==> src/rtl/load_align_if.sv <==
// Load path bus between the execute/memory side and load_align_unit.
// master: issue and read-port side (drives load metadata and memory data).
// slave:  load_align_unit (returns the aligned value to writeback).
interface load_align_if #(
   parameter int XLEN = 32
);
   logic            ld_valid;
   logic [XLEN-1:0] ld_addr;
   logic [2:0]      ld_funct3;
   logic            stall;
   logic [XLEN-1:0] dmem_dout;
   logic [XLEN-1:0] io_dout;
   logic [XLEN-1:0] dmem_lex;
   logic [3:0]      bios_dmem;
   logic            wb_valid;
   logic            misalign;

   modport master (
      output ld_valid, ld_addr, ld_funct3, stall, dmem_dout, io_dout,
      input  dmem_lex, bios_dmem, wb_valid, misalign
   );

   modport slave (
      input  ld_valid, ld_addr, ld_funct3, stall, dmem_dout, io_dout,
      output dmem_lex, bios_dmem, wb_valid, misalign
   );
endinterface

==> src/rtl/load_align_unit.sv <==
// load_align_unit: memory-to-writeback load path.
// Captures load metadata at issue, then extracts and sign/zero-extends the
// byte/half/word returned one cycle later by DMEM or MMIO. While the pipeline
// is stalled the result is frozen in hold_q so writeback sees a stable value.
// Optional feature macro: LOAD_MISALIGN_CHECK_EN (flags misaligned LH/LHU/LW
// and forces the load value to zero for them).
module load_align_unit #(
   parameter int XLEN = 32
) (
   input  logic          clk,
   input  logic          rst_n,
   load_align_if.slave   bus
);

   typedef enum logic {
      RUN  = 1'b0,
      HELD = 1'b1
   } state_t;

   // Load metadata captured at issue
   logic            valid_q;
   logic [2:0]      funct3_q;
   logic [1:0]      off_q;
   logic [3:0]      region_q;

   // Hold path
   state_t          state_q;
   state_t          state_d;
   logic            capture;
   logic [XLEN-1:0] hold_q;

   logic [XLEN-1:0] src_word;
   logic [XLEN-1:0] live_lex;
   logic            live_mis;

   // Byte/half selection and extension; undefined funct3 yields zero.
   function automatic logic [XLEN-1:0] extract(
      input logic [XLEN-1:0] word,
      input logic [2:0]      f3,
      input logic [1:0]      off
   );
      logic signed [7:0]  b;
      logic signed [15:0] h;
      logic [XLEN-1:0]    r;
      b = word[8*off +: 8];
      h = word[16*off[1] +: 16];
      case (f3)
         3'b000:  r = {{(XLEN-8){b[7]}}, b};
         3'b001:  r = {{(XLEN-16){h[15]}}, h};
         3'b010:  r = word;
         3'b100:  r = {{(XLEN-8){1'b0}}, b};
         3'b101:  r = {{(XLEN-16){1'b0}}, h};
         default: r = '0;
      endcase
      return r;
   endfunction

   // Misalignment: half on odd byte, word on any non-zero offset.
   function automatic logic is_misaligned(
      input logic [2:0] f3,
      input logic [1:0] off
   );
      logic r;
      case (f3)
         3'b001, 3'b101: r = off[0];
         3'b010:         r = (off != 2'b00);
         default:        r = 1'b0;
      endcase
      return r;
   endfunction

   // Issue-stage metadata register; frozen during a stall.
   always_ff @(posedge clk) begin
      if (!rst_n) begin
         valid_q  <= 1'b0;
         funct3_q <= 3'b000;
         off_q    <= 2'b00;
         region_q <= 4'b0000;
      end else if (!bus.stall) begin
         valid_q  <= bus.ld_valid;
         funct3_q <= bus.ld_funct3;
         off_q    <= bus.ld_addr[1:0];
         region_q <= bus.ld_addr[XLEN-1 -: 4];
      end
   end

   // MMIO region selects io_dout; BIOS and DMEM both extract from dmem_dout.
   assign src_word = (region_q == 4'b1000) ? bus.io_dout : bus.dmem_dout;

`ifdef LOAD_MISALIGN_CHECK_EN
   logic mis_hold_q;

   assign live_mis = valid_q & is_misaligned(funct3_q, off_q);
   assign live_lex = (!valid_q || live_mis) ? '0 : extract(src_word, funct3_q, off_q);

   // Misalign flag is frozen alongside the held result.
   always_ff @(posedge clk) begin
      if (!rst_n)
         mis_hold_q <= 1'b0;
      else if (capture)
         mis_hold_q <= live_mis;
   end

   assign bus.misalign = (state_q == HELD) ? mis_hold_q : live_mis;
`else
   assign live_mis     = 1'b0;
   assign live_lex     = valid_q ? extract(src_word, funct3_q, off_q) : '0;
   assign bus.misalign = live_mis;
`endif

   // Hold FSM state register.
   always_ff @(posedge clk) begin
      if (!rst_n)
         state_q <= RUN;
      else
         state_q <= state_d;
   end

   // Hold FSM next state: freeze a valid result when a stall begins,
   // release on the first non-stalled edge.
   always_comb begin
      state_d = state_q;
      capture = 1'b0;
      case (state_q)
         RUN: begin
            if (bus.stall && valid_q) begin
               state_d = HELD;
               capture = 1'b1;
            end
         end
         HELD: begin
            if (!bus.stall)
               state_d = RUN;
         end
         default: state_d = RUN;
      endcase
   end

   // Held copy of the live extraction, taken on stall entry.
   always_ff @(posedge clk) begin
      if (!rst_n)
         hold_q <= '0;
      else if (capture)
         hold_q <= live_lex;
   end

   assign bus.dmem_lex  = (state_q == HELD) ? hold_q : live_lex;
   assign bus.wb_valid  = valid_q;
   assign bus.bios_dmem = region_q;

endmodule

==> src/flat_wrapper.sv <==
// flat-port wrapper written by rule: the top's interface ports become plain ports
module load_align_unit_flat 
#(
   parameter int XLEN = 32
)
  (clk, rst_n, bus_ld_valid, bus_ld_addr, bus_ld_funct3, bus_stall, bus_dmem_dout, bus_io_dout, bus_dmem_lex, bus_bios_dmem, bus_wb_valid, bus_misalign);
  load_align_if #(.XLEN(XLEN)) bus_i ();
  input  logic clk;
  input  logic rst_n;
  input wire logic [$bits(bus_i.ld_valid)-1:0] bus_ld_valid;
  input wire logic [$bits(bus_i.ld_addr)-1:0] bus_ld_addr;
  input wire logic [$bits(bus_i.ld_funct3)-1:0] bus_ld_funct3;
  input wire logic [$bits(bus_i.stall)-1:0] bus_stall;
  input wire logic [$bits(bus_i.dmem_dout)-1:0] bus_dmem_dout;
  input wire logic [$bits(bus_i.io_dout)-1:0] bus_io_dout;
  output wire logic [$bits(bus_i.dmem_lex)-1:0] bus_dmem_lex;
  output wire logic [$bits(bus_i.bios_dmem)-1:0] bus_bios_dmem;
  output wire logic [$bits(bus_i.wb_valid)-1:0] bus_wb_valid;
  output wire logic [$bits(bus_i.misalign)-1:0] bus_misalign;
  assign bus_i.ld_valid = bus_ld_valid;
  assign bus_i.ld_addr = bus_ld_addr;
  assign bus_i.ld_funct3 = bus_ld_funct3;
  assign bus_i.stall = bus_stall;
  assign bus_i.dmem_dout = bus_dmem_dout;
  assign bus_i.io_dout = bus_io_dout;
  assign bus_dmem_lex = bus_i.dmem_lex;
  assign bus_bios_dmem = bus_i.bios_dmem;
  assign bus_wb_valid = bus_i.wb_valid;
  assign bus_misalign = bus_i.misalign;
  load_align_unit #(.XLEN(XLEN)) u_core (.clk(clk), .rst_n(rst_n), .bus(bus_i));
endmodule
==> config.mk <==
export PLATFORM = sky130hd
export DESIGN_NAME = load_align_unit_flat
export DESIGN_NICKNAME = d
export VERILOG_FILES = /design/src/rtl/load_align_if.sv /design/src/rtl/load_align_unit.sv /design/src/flat_wrapper.sv
export SDC_FILE = /design/constraint.sdc
export NUM_CORES = 1
export LEC_CHECK = 0
export CORE_MARGIN = 5
export CORE_UTILIZATION = 37
export CTS_CLUSTER_SIZE = 14
export DETAILED_ROUTE_END_ITERATION = 10
export DONT_BUFFER_PORTS = 1
export PLACE_DENSITY = 0.55
export SYNTH_ARGS = -nofsm -noshare
export SYNTH_HDL_FRONTEND = slang
export SYNTH_SLANG_ARGS = --single-unit
==> constraint.sdc <==
create_clock -name clk -period 2.2 [get_ports clk]
set_clock_uncertainty 0.1 [all_clocks]
set_input_delay 0 -clock clk [delete_from_list [all_inputs] [get_ports clk]]
set_output_delay 0 -clock clk [all_outputs]
set_load 0.02 [all_outputs]
* After elaboration in Yosys (flattened, before gate mapping)
Cells that the tools add are included.
** Operators by class
- Mux-type cells :: 8
- Equal/unequal tests :: 5
- Reductions and logical operators :: 2
- Bitwise gates (word level) :: 1
- Shift-type cells :: 2
** Operator list (number)
- $pmux W32 S5 :: 1
- $mux W32 :: 3
- $shiftx A32 B6 Y16 :: 1
- $shiftx A32 B6 Y8 :: 1
- $eq A3 B3 Y1 const B :: 2
- $eq A4 B4 Y1 const B :: 1
- $eq A3 B1 Y1 const B :: 1
- $eq A3 B2 Y1 const B :: 1
- $logic_not A3 Y1 :: 1
- $mux W1 :: 3
- $pmux W1 S2 :: 1
- $logic_and A1 B1 Y1 :: 1
- $not A1 Y1 :: 1
** Word-level totals
- Bits in registers :: 43
- Input bits :: 103
- Output and inout bits :: 38
- Word-level logic and storage cells :: 24

* Longest topological paths before layout
Gate-level depths: netlist of run 1.
- Depth after elaboration :: 6
- Depth in mapped cells :: 8
- Mapped depth without buffers :: 5

* Least setup slack after synthesis of run 1
No wires, ideal clock.
- Kind :: reg2reg
- From :: reg u_core.region_q[0], in the netlist u_core.bus.bios_dmem[0]
- To :: reg u_core.hold_q[16]
- Arrival time :: 2.330 ns
- Setup slack :: -0.360 ns
- Path buffers :: 2
- Required time :: 1.970 ns
- Library setup time :: 0.130 ns
- Clock period less this slack :: 2.560 ns
- Cell stages (with the launch flop) :: 8
- Path through :: dfxtp_1 -> nor4b_4 -> mux4_2 -> a22o_1 -> buf_4 -> o21ai_2 -> buf_2 -> o211ai_1
** On the way
- Cells in the longest elaborated chain, start to end :: 5
- Elaborated cells between the ends (all ways) :: 6
- Classes of those cells :: eq/ne: 1; shift: 2; mux: 3
** Ends and longest elaborated chain
- from (decl) :: RTL line load_align_unit.sv:24 : logic [3:0] region_q;
- from (signal assigned) :: RTL line load_align_unit.sv:83 : region_q <= bus.ld_addr[XLEN-1 -: 4];
- $eq A4 B4 Y1 (*) :: RTL line load_align_unit.sv:88 : assign src_word = (region_q == 4'b1000) ? bus.io_dout : bus.dmem_dout;
- $mux W32 (*) :: RTL line load_align_unit.sv:88
- $shiftx A32 B6 Y16 or $shiftx A32 B6 Y8 (tied branches) :: RTL line load_align_unit.sv:46, load_align_unit.sv:45
- $pmux W32 S5 (*) :: RTL line load_align_unit.sv:47 : case (f3)
- $mux W32 (*) :: RTL line load_align_unit.sv:107 : assign live_lex = valid_q ? extract(src_word, funct3_q, off_q) : '0;
- to (signal assigned) :: RTL line load_align_unit.sv:144 : hold_q <= live_lex;
- to (decl) :: RTL line load_align_unit.sv:30 : logic [XLEN-1:0] hold_q;
Mark *: on every way between the ends. The rest lies on a longest branch, timed or not.
A chain may end at the register's enable or synchronous reset.

* Worst setup path after layout of run 1
- From :: reg u_core.region_q[2], in the netlist u_core.bus.bios_dmem[2]
- To :: out bus_dmem_lex[25]
** On the way
- Cells in the longest elaborated chain, start to end :: 6
- Elaborated cells between the ends (all ways) :: 7
- Classes of those cells :: eq/ne: 1; shift: 2; mux: 4
** Ends and longest elaborated chain
- $eq A4 B4 Y1 (*) :: RTL line load_align_unit.sv:88
- $mux W32 (*) :: RTL line load_align_unit.sv:88
- $shiftx A32 B6 Y16 or $shiftx A32 B6 Y8 (tied branches) :: RTL line load_align_unit.sv:46, load_align_unit.sv:45
- $pmux W32 S5 (*) :: RTL line load_align_unit.sv:47
- $mux W32 (*) :: RTL line load_align_unit.sv:107
- $mux W32 (*) :: RTL line load_align_unit.sv:147 : assign bus.dmem_lex = (state_q == HELD) ? hold_q : live_lex;
- to (decl) :: RTL line flat_wrapper.sv:16 : output wire logic [$bits(bus_i.dmem_lex)-1:0] bus_dmem_lex;
Marked as above.

==> results of run 1 <==
logic make-up after synthesis:
logic type	count (synthesis)	synth area share
mux	59	0.227
simple gates	96	0.162
compound gates	95	0.240
flops	43	0.297
buf+inv	47	0.0713
other cells	1	0.00130
registers in the layout, summed over array words and instances (netlist names):
name                  cells
u_core.state_q            1
u_core.funct3_q           3
u_core.bus.bios_dmem      4
u_core.off_q              2
u_core.bus.wb_valid       1
u_core.hold_q            32
placed cells by master (no fill, tap or decap), types with 5 or more instances in the layout:
| master | count |
|---|---|
| inv_1 | 18 |
| o22ai_1 | 6 |
| mux2_4 | 18 |
| o211ai_1 | 14 |
| nand2_1 | 60 |
| dlygate4sd3_1 | 50 |
| buf_12 | 7 |
| a221oi_2 | 9 |
| nor2b_1 | 10 |
| buf_6 | 18 |
| dfxtp_1 | 39 |
| mux2i_1 | 29 |
| o21ai_1 | 14 |
| mux2_2 | 6 |
| a221oi_4 | 12 |
| buf_4 | 45 |
| nand2b_1 | 9 |
| a21oi_4 | 5 |
| o21ai_2 | 5 |
| clkbuf_8 | 6 |
| o21ai_4 | 12 |
| nor2_1 | 6 |
path summary, 6_finish.rpt:
check	to	cells past startpoint	from	slack, ps
setup / recovery	bus_dmem_lex[25]	9	u_core.bus.bios_dmem[2]	-560
hold / removal	u_core.hold_q[18]	3	bus_io_dout[18]	-20
hold reg to reg	u_core.hold_q[1]	2	u_core.hold_q[1]	360
setup reg to reg	u_core.hold_q[9]	9	u_core.bus.bios_dmem[2]	-430
metrics by stage:
step / util / worst slack (ps) / setup TNS, ps / hold slack, ps
after floorplan: - / -165 / -5600 / 57.1
after global placement: 0.438 / -327 / -10540 / 31.8
after detailed placement: 0.438 / -331 / -13170 / 34.4
after CTS: 0.549 / -552 / -20290 / 0.635
after global routing: 0.616 / -665 / -27600 / -0.913
final: 0.616 / -560 / -21500 / -15.0
layer usage:
| layer | wire [microns] | vias up |
|---|---|---|
| li1 | - | 1448 |
| met1 | 4610 | 1477 |
| met2 | 5310 | 98 |
| met3 | 759 | 14 |
| met4 | 222 | 0 |
| met5 | 0 | - |
tightest hold or removal path: stages:
cell,delay (ps)
mux2i_2,50
buf_4,130
o211ai_1,150
area by class of cell:
cell class                 instances  area share
clock buffer                       6      0.0175
clock inverter                     1     0.00106
inverter                          19      0.0151
multi-input combinational        251       0.498
sequential                        43       0.184
tap                              102      0.0270
timing repair buffer             122       0.258
timing repair:
item	CTS	global route
setup buffers	8	16
hold buffers	45	5
gates resized for setup	44	82
setup endpoints to repair	63	64
hold endpoints to repair	23	3
cloned	1	1
pin swaps	4	38
power by group through the flow:
stage,Combinational [mW],Clock [mW],Sequential (mW)
floorplan,0.394,0,0.846
global placement,0.579,0,0.848
detailed placement,0.587,0,0.849
CTS,0.791,0.525,0.831
global route,1.01,0.554,0.836
finish,0.959,0.512,0.833
==> flow_summary.ini, run 1 <==
[status]
status = finished with violations
violations = negative hold slack, negative setup slack

[drt]
viasPerCell = 5.58
postRouteAntennaNets = 0
first_pass_iters = 4
wirelength_mm = 10.9
drcViolationCount = 0
routed-via-count = 3037
drtIter0Drc = 174
wl_per_cell_microns = 20.0

[grt]
use_met1 = 0.266
grt_usage = 0.198
grt_max_degree = 34
met2_usage = 0.326
grt_pass1_wl_mm = 15.6
gr-total-overflow = 0
grt_util_met3 = 0.0502
busiest_layer = met2
grt_pass1_vias = 2961
grt_antenna_before_repair = 0

[synthesis]
syn_nets = 444
synth_edf_count = 0
synth_commonest_cells = nand2_1 (60), dfxtp_1 (43), o21ai_0 (33)
synth.ff_latch_count = 43
netlist_area_sq_um = 2900
yosysWarningCount = 0
yosys.area.top_type_share = 0.297
ys_top_cells_by_area = dfxtp_1 (30%), mux2i_1 (11%), mux2_2 (9.3%)
async_flop_share = 0
seq_area_frac_synth = 0.297
syn_avg_cell_area_sq_um = 8.49
synth_flop_cell = dfxtp_1
synth_cell_types = 39
yosysTopAreaCell = dfxtp_1
postSynthCellCount = 341
synth_most_common_cell = nand2_1

[setup_path]
critical_path.most_common_cell = buf_6
critPathKind = reg -> out
crit_fanout = 5
cp.buffers_inverters = 4
required_ps = 2100
crit_slowest_cell = mux4_2
endpoint_kind = primary output
slowest_delay_ps = 530
start_kind = flop
crit_family = buffers and inverters
cp_cell_sequence = nor4b_4, buf_6, mux4_2, a22o_4, nor3_4, buf_4, buf_6, buf_8, a221oi_2
cp.arrival_ps = 2660

[place]
place_area_sq_um = 3370
dp_hpwl_mm = 6.80
gp_congestion = 0.799
dpl.cell_count = 463
io_buffers = 0

[floorplan]
io_pins = 141
start_util = 0.377
fp.dieH_microns = 98.5
core_area_sq_um = 7690
die_w_microns = 98.5
dieArea_sq_um = 9690
rows = 32

[clock_network]
cts.sinks = 43
root_buffer = clkbuf_8
clock_path_buffers = 2
insertion_delay_ps = 290
clk_pin_slew_ps = 70
numCtsBuffers = 5
cts.htree.levels = 2
cts_tree = built

[finish]
layoutNonFillerInstCount = 544
fill_cells = 641
regArea_sq_um = 868
final_layout_size_suffix_gt1_frac = 0.380
multi_input_area_sq_um = 2360
finalInstanceArea_sq_um = 4730
synthToLayoutAreaGrowth_pct = 63.4
antennaDiodeCount = 0
layout.nets = 545

[power_and_ir_drop]
ir_worst_vdd_uv = 350
intPower_mw = 1.53
p_per_area_nw_per_um2 = 487
pwr-share-clk = 0.222
switching_share = 0.335
total_power_mw = 2.30
comb_power_share = 0.416
p_leak_nw = 1.71
seqPwrFrac = 0.361
p_switching_uw = 771

[timing]
fin_ws_ps = -560
period_needed_ps = 2760
max_slew_margin = 0.0683
worst_pin_slew_ps = 1400
rsz0062_at_grt = yes
max_freq_mhz = 362
setup_viol = 63
finalCritPeriodShare = 1.25
final_max_slew_viol_count = 0
timing.hold.ws_ps = -15.0
finalHoldViolations = 3

[worst_hold_path]
hold_class = in -> reg

[job]
maxCapViolCount = 0
(Power assumes the default switching activity.)
==> run 2, diff against run 1 <==
--- a/config.mk
+++ b/config.mk
@@ -5,6 +5,7 @@
 export SDC_FILE = /design/constraint.sdc
 export NUM_CORES = 1
 export LEC_CHECK = 0
+export ABC_AREA = 1
 export CORE_MARGIN = 5
 export CORE_UTILIZATION = 37
 export CTS_CLUSTER_SIZE = 14
==> run 2 against run 1 <==
The flow now finishes without violations. Core utilization is 13 points lower. Register-to-register slack better by 850 ps. Setup slack better by 560 ps. First-iteration DRC count is 16% higher. Design area is 16% lower. Largest cell class unchanged.
==> flow_summary.ini, run 2 <==
[floorplan]
io_pins = 141
start_util = 0.378
fp.dieH_microns = 101
core_area_sq_um = 8130
rows = 33
dieArea_sq_um = 10200
die_w_microns = 101

[setup_path]
cp.arrival_ps = 2100
crit_slowest_cell = dfxtp_2
critPathKind = reg -> out
crit_fanout = 12
start_kind = flop
slowest_delay_ps = 340
rr_startpoint = u_core.bus.bios_dmem[3]
required_ps = 2100
r2r-end = u_core.hold_q[25]
cp_cell_sequence = nor2_4, buf_12, nand3_2, nand3_4, nand3_2, nand2_4, nand2_4, nand2_1, nand2_1, o21ai_1, buf_4
worstRegToRegCells = 12
endpoint_kind = primary output
regToRegSetupSlack_ps = 420

[timing]
period_needed_ps = 2200
finalHoldViolations = 0
final_max_slew_viol_count = 0
worst_pin_slew_ps = 779
max_freq_mhz = 455
rsz0062_at_grt = yes
finalCritPeriodShare = 1.00
setup-tns-final_ps = 0
max_slew_margin = 0.479
setup_viol = 0

[power_and_ir_drop]
intPower_mw = 1.30
seqPwrFrac = 0.405
p_switching_uw = 780
p_per_area_nw_per_um2 = 522
pwr-share-clk = 0.252
switching_share = 0.375
comb_power_share = 0.343
ir_worst_vdd_uv = 262
p_leak_nw = 1.87
total_power_mw = 2.08

[drt]
viasPerCell = 5.37
drcViolationCount = 0
wirelength_mm = 11.0
drtIter0Drc = 202
first_pass_iters = 6
routed-via-count = 3666
wl_per_cell_microns = 16.1
postRouteAntennaNets = 0

[synthesis]
yosys.area.top_type_share = 0.280
netlist_area_sq_um = 3070
yosysTopAreaCell = dfxtp_1
synth_cell_types = 24
syn_nets = 636
syn_avg_cell_area_sq_um = 5.76
seq_area_frac_synth = 0.280
synth_most_common_cell = nand2_1
synth_flop_cell = dfxtp_1
synth.ff_latch_count = 43
yosysWarningCount = 0
postSynthCellCount = 533
ys_top_cells_by_area = dfxtp_1 (28%), nand2_1 (23%), nand3_1 (8.5%)
synth_commonest_cells = nand2_1 (190), nand3_1 (52), o21ai_0 (52)
synth_edf_count = 0
async_flop_share = 0

[grt]
use_met1 = 0.228
busiest_layer = met2
grt_max_degree = 66
grt_pass1_wl_mm = 15.8
gr-total-overflow = 0
grt_usage = 0.193
grt_util_met3 = 0.0401
grt_antenna_before_repair = 0
grt_pass1_vias = 3473
met2_usage = 0.345

[clock_network]
numCtsBuffers = 5
cts.htree.levels = 2
cts.sinks = 43
root_buffer = clkbuf_8
clock_path_buffers = 2
insertion_delay_ps = 310
clk_pin_slew_ps = 90
cts_tree = built

[finish]
fill_cells = 855
regMostFlops = u_core.hold_q
antennaDiodeCount = 0
largest_reg_flops = 32
final_cell_mix = nand2_1 (176), nand3_1 (44), inv_1 (44), o21ai_0 (42), buf_4 (42)
mostFrequentLayoutCell = nand2_1
synthToLayoutAreaGrowth_pct = 29.9
finalInstanceArea_sq_um = 3990
final_layout_size_suffix_gt1_frac = 0.197
multi_input_area_sq_um = 2100
layout.nets = 680
regArea_sq_um = 868

[job]
maxCapViolCount = 0

[place]
dp_hpwl_mm = 7.33
io_buffers = 0
gp_congestion = 0.853
place_area_sq_um = 3370

[worst_hold_path]
min_to = u_core.hold_q[2]
hold_class = in -> reg
worstHoldStart = bus_io_dout[2]
holdPathStages = 4

[status]
status = complete, no violations
==> run 2: cell families after synthesis <==
| logic type | count (synthesis) | share of synthesized area |
|---|---|---|
| AO/OA/AOI/OAI | 132 | 0.226 |
| other | 1 | 0.00122 |
| AND/OR/NAND/NOR | 275 | 0.379 |
| buffers and inverters | 82 | 0.113 |
| flip-flops | 43 | 0.280 |
==> run 2: how the worst max path moves through the flow <==
stage | startpoint | endpoint | slack, ps | depth (start not counted)
2_1_floorplan | u_core.bus.bios_dmem[3] | bus_dmem_lex[10] | 210 | 11
3_3_place_gp | u_core.bus.bios_dmem[3] | bus_dmem_lex[14] | 170 | 12
3_5_place_dp | u_core.bus.bios_dmem[3] | bus_dmem_lex[12] | 120 | 12
4_1_cts | u_core.bus.bios_dmem[3] | bus_dmem_lex[9] | -80 | 12
5_1_grt | u_core.bus.bios_dmem[0] | bus_dmem_lex[22] | -110 | 11
6_report | u_core.bus.bios_dmem[0] | bus_dmem_lex[23] | 0.5 | 11
==> run 2: what timing repair did <==
action / CTS / global route
endpoints found under the setup margin: 32 / 64
setup buffers: 1 / 5
endpoints found under the hold margin: 43 / 0
gates resized for setup: 6 / 61
pin swaps: 0 / 5
gates cloned: 0 / 7
hold buffers: 16 / 0
==> run 2: final cells by class <==
| type | count | share of cell area |
|---|---|---|
| clock inverter | 2 | 0.00314 |
| multi-input combinational | 414 | 0.527 |
| timing repair buffer | 67 | 0.157 |
| clock buffer | 6 | 0.0182 |
| sequential | 43 | 0.218 |
| inverter | 46 | 0.0439 |
| tap | 105 | 0.0329 |
==> run 2: worst max-delay path: cells and delay by family (launching register included) <==
kind / cells / cell delay (ps)
and+or+nand+nor: 8 / 960
buffers and inverters: 2 / 330
AOI/OAI and AO/OA: 1 / 160
DFF: 1 / 340
==> run 2: layer usage <==
metal | vias to the layer above | part of all wire
li1 | 1826 | -
met1 | 1699 | 0.41
met2 | 126 | 0.50
met3 | 15 | 0.073
met4 | 0 | 0.017
met5 | - | 0
==> run 2: power by group through the flow <==
| stage | Combinational (mW) | Sequential [mW] | Clock, mW |
|---|---|---|---|
| after global placement | 0.547 | 0.855 | 0 |
| after detailed placement | 0.554 | 0.857 | 0 |
| after floorplan | 0.409 | 0.859 | 0 |
| final | 0.715 | 0.843 | 0.525 |
| after CTS | 0.600 | 0.839 | 0.536 |
| after global routing | 0.788 | 0.849 | 0.564 |
==> run 2: through the flow <==
step / setup slack (ps) / hold WS (ps) / std cells / utilization
final: 0.491 / 22.5 / 683 / 0.490
after detailed placement: 122 / -5.92 / 646 / 0.414
after CTS: -82.6 / 28.5 / 671 / 0.448
after floorplan: 211 / 32.1 / 533 / -
after global placement: 169 / -7.74 / 646 / 0.414
after global routing: -106 / 65.4 / 683 / 0.490
